--- config.mk ---
export PLATFORM = sky130hd
export DESIGN_NAME = sls_updown_modcnt
export DESIGN_NICKNAME = d
export VERILOG_FILES = /design/src/rtl/sls_updown_modcnt.sv
export SDC_FILE = /design/constraint.sdc
export NUM_CORES = 1
export LEC_CHECK = 0
export ABC_CLOCK_PERIOD_IN_PS = 6100
export BUFFER_PORTS_ARGS = -buffer_cell sky130_fd_sc_hd__clkbuf_2
export CAP_MARGIN = 0
export CORE_MARGIN = 4
export CORE_UTILIZATION = 55
export CTS_CLUSTER_SIZE = 25
export DETAILED_ROUTE_END_ITERATION = 8
export PLACE_DENSITY = 0.83
export SYNTH_ARGS = -nofsm -noshare
export SYNTH_HDL_FRONTEND = slang
export SYNTH_SLANG_ARGS = --single-unit
export TNS_END_PERCENT = 20
--- constraint.sdc ---
create_clock -name Clock -period 6.1 [get_ports Clock]
set_clock_uncertainty 0.2 [all_clocks]
set_input_delay 1.22 -clock Clock [delete_from_list [all_inputs] [get_ports Clock]]
set_output_delay 1.22 -clock Clock [all_outputs]
set_load 0.005 [all_outputs]
--- src/rtl/sls_updown_modcnt.sv ---
// Up/down modulo counter with parallel load, count enable and wrap/saturate limit handling.
// Wrap is a registered pulse; TC is combinational from Q and Up for cascading.
module sls_updown_modcnt #(
    parameter int unsigned     WIDTH     = 8,
    parameter longint unsigned MODULUS   = 256,
    parameter longint unsigned RESET_VAL = 0
) (
    input  logic             Clock,
    input  logic             Reset_n,
    input  logic [WIDTH-1:0] D,
    input  logic             LD_EN,
    input  logic             Cnt_EN,
    input  logic             Up,
    input  logic             Sat_Mode,
    output logic [WIDTH-1:0] Q,
    output logic             TC,
    output logic             Wrap
);

    // MODULUS may be 2^WIDTH, so the limit is formed from MODULUS-1 to stay within WIDTH bits.
    localparam logic [WIDTH-1:0] MAX_VAL = WIDTH'(MODULUS - 1);
    localparam logic [WIDTH-1:0] RST_VAL = WIDTH'(RESET_VAL);

    logic [WIDTH-1:0] count_reg;
    logic [WIDTH-1:0] count_next;
    logic [WIDTH-1:0] load_val;
    logic             wrap_reg;
    logic             wrap_next;
    logic             at_max;
    logic             at_zero;

    always_comb begin
        at_max     = (count_reg == MAX_VAL);
        at_zero    = (count_reg == '0);
        load_val   = (D > MAX_VAL) ? MAX_VAL : D;
        count_next = count_reg;
        wrap_next  = 1'b0;

        if (LD_EN) begin
            count_next = load_val;
        end else if (Cnt_EN) begin
            if (Up) begin
                if (!at_max) begin
                    count_next = count_reg + WIDTH'(1);
                end else if (!Sat_Mode) begin
                    count_next = '0;
                    wrap_next  = 1'b1;
                end
            end else begin
                if (!at_zero) begin
                    count_next = count_reg - WIDTH'(1);
                end else if (!Sat_Mode) begin
                    count_next = MAX_VAL;
                    wrap_next  = 1'b1;
                end
            end
        end
    end

    always_ff @(posedge Clock) begin
        if (!Reset_n) begin
            count_reg <= RST_VAL;
            wrap_reg  <= 1'b0;
        end else begin
            count_reg <= count_next;
            wrap_reg  <= wrap_next;
        end
    end

    assign Q    = count_reg;
    assign Wrap = wrap_reg;
    assign TC   = Up ? at_max : at_zero;

endmodule

==> impl_metrics.tcl <==
set metrics [dict create \
    outcome "completed" \
    synthAdderAreaFrac_pct 4.18 \
    n_antenna_cell 0 \
    yosys_warnings 0 \
    drive_gt1_share_pct 24.4 \
    required_ns 4.68 \
    port_buffers 23 \
    dp_slack_ns 2.57 \
    worstPathMaxFanout 15 \
    synth_top_family_by_area "simple AND/OR/NAND/NOR gates" \
    whs_path_depth 2 \
    rows 14 \
    synth_xor_area_share_pct 3.91 \
    finalHoldViolCount 0 \
    busiest_layer "met2" \
    fin_ws_ns 2.52 \
    drc 0 \
    end_kind "output port" \
    yosysSeqAreaShare_pct 20.1 \
    grt_max_degree 16 \
    clockRootBuffer "clkbuf_4" \
    rsz0062_at_grt "no" \
    synthSimpleGateAreaFrac_pct 31.7 \
    grt_first_pass_wirelength_microns 4120 \
    hold_end "Q[1]" \
    synth_compound_area_share_pct 30.7 \
    synth_top_cell_by_area "dfxtp_1" \
    hold_start "Q[1]" \
    postCtsSetupBuffers 0 \
    fp.dieH_microns 48.4 \
    min_path_type "flop to flop" \
    worst_pin_slew_ns 0.582 \
    ys_seq_elements 9 \
    min_period_ns 3.58 \
    overflow 0 \
    setup_tns_ns 0 \
    die_w_microns 48.4 \
    synth_edf_count 0 \
    layout.cells.most_common "clkbuf_2" \
    dr.first_iter.drc_count 38 \
    die-area_sq_um 2340 \
    max_freq_mhz 280 \
    async_reset_ff_share_pct 0 \
    cts_resized 0 \
    fin_crit_sh_pct 58.6 \
    grt_pass1_vias 964 \
    yosys_most_used_dff "dfxtp_1" \
    crit_family "simple AND/OR/NAND/NOR gates" \
    r2r_slack_ns 3.65 \
    final_max_slew_viol_count 0 \
    cts_tree "built" \
    num_io_pins 24 \
    path_cells "clkbuf_2 -> nor2_1 -> and3_4 -> or2_1 -> clkbuf_2" \
    p_total_mw 0.189 \
    ys_types 46 \
    synth_area_sq_um 897 \
    floorplan.initialDensity_pct 58.9 \
    cts.sink_count 9 \
    power.leakage_nw 0.406 \
    drtAntennaViolNets 0 \
    r2r_start "Q[0]" \
    cap_violations 0 \
    max_stage_delay_ns 0.26 \
    critPathMostFrequentCell "clkbuf_2" \
    final_cell_mix "clkbuf_2 (23), nand3_1 (14), dfxtp_1 (9), inv_1 (7), nor2_1 (7)" \
    dp_hpwl_microns 1800 \
    drt_wl_total_microns 2490 \
    reg2reg_depth 7 \
    ir_worst_vdd_mv 0.141 \
    cts-htree-levels 1 \
    muxShareOfSynthArea_pct 1.12 \
    antenna_found_initial 0 \
    ctsHoldBuffers 0 \
    synth_area_leaders "dfxtp_1 (20%), nand3_1 (7.8%), o211ai_1 (5.0%)" \
    cts_buffers 3 \
    max-slew-margin-rel_pct 61.0 \
    netlist_instances 116 \
    core_area_sq_um 1520 \
    met3_usage_pct 4.60 \
    grtUsageTotal_pct 20.9 \
    p_per_area_nw_per_um2 187 \
    gp_congestion 0.906 \
    critPathKind "primary input to output port" \
    setup_violations 0 \
    areaGrowthSynthToFinish_pct 13.0 \
    met1_usage_pct 26.9 \
    cts_buffer_depth 2 \
    wl_per_cell_microns 16.5 \
    netlist.area_leader.share_pct 20.1 \
    crit_buf_inv 2 \
    nets 153 \
    via_per_inst 6.76 \
    start_kind "primary input" \
    first_pass_iters 4 \
    synth.net_count 133 \
    crit_path_top_delay_cell "and3_4" \
    avgSynthCellArea_sq_um 7.73 \
    clk_pin_slew_worst_paths_ns 0.07 \
    clk_latency_ns 0.27 \
    via_count 1021 \
    critPathArrivalTime_ns 2.16 \
    r2r_end "Q[7]" \
    use_met2_pct 34.1 \
]
[worst min-delay path, cell delays in order, from the launching register on]
cell and delay, ns:
dfxtp_1 0.38, o21ai_0 0.10, a31oi_1 0.08
[final cells by class]
cell class                 count  area, sq um
sequential                     9          180
tap                           16         20.0
multi-input combinational     91          642
timing repair buffer          23          115
fill                         138          510
inverter                       8         30.0
clock buffer                   4         26.3
[flip-flops by register name, indices dropped and copies added, names as in the netlist]
register and cells:
Wrap 1, Q 8
[metal layers]
metal	vias to the layer above	wire (microns)
met1	468	1030
met2	64	1180
li1	482	-
met5	-	0
met3	7	253
met4	0	29
[cell usage after synthesis (3+ instances only)]
cell type / instances
nand3_1: 14
a21oi_1: 5
nor2_1: 7
a31oi_1: 4
nand4_1: 4
xnor2_1: 3
o211ai_1: 6
clkbuf_1: 3
nor2b_1: 5
inv_1: 7
o21ai_0: 4
or2_1: 3
ha_1: 3
dfxtp_1: 9
[kinds of logic (layout without fill, tap and decap cells)]
family                   Yosys count  after routing
adder cells (fa/ha/maj)            3              3
buffers and inverters             16             35
XOR/XNOR                           4              4
flip-flops                         9              9
AO/OA/AOI/OAI                     36             36
multiplexers                       1              1
AND/OR/NAND/NOR                   47             47
[power by group]
| group | switching [mW] | internal (mW) | total [mW] |
|---|---|---|---|
| registers | 0.0139 | 0.0637 | 0.0776 |
| clock network | 0.0248 | 0.0254 | 0.0502 |
| logic | 0.0328 | 0.0289 | 0.0616 |
| total | 0.0715 | 0.118 | 0.189 |
[stage by stage]
step                      area, sq um  instances  hold slack, ns  util [%]
final                            1010        151           0.409      66.5
after global routing             1010        151           0.447      66.5
after CTS                        1010        151           0.406      66.5
after detailed placement          987        147           0.396      64.8
after global placement            987        147           0.388      64.8
after floorplan                   897        116           0.371         -
[worst max path at each step]
stage,to,cells after the start,from,slack [ns]
after floorplan,TC,3,Up,3.00
after global placement,TC,5,Up,2.61
after detailed placement,TC,5,Up,2.57
after CTS,TC,5,Up,2.55
after global routing,TC,5,Up,2.43
final,TC,5,Up,2.52
Power figures use the tool's default switching activity.
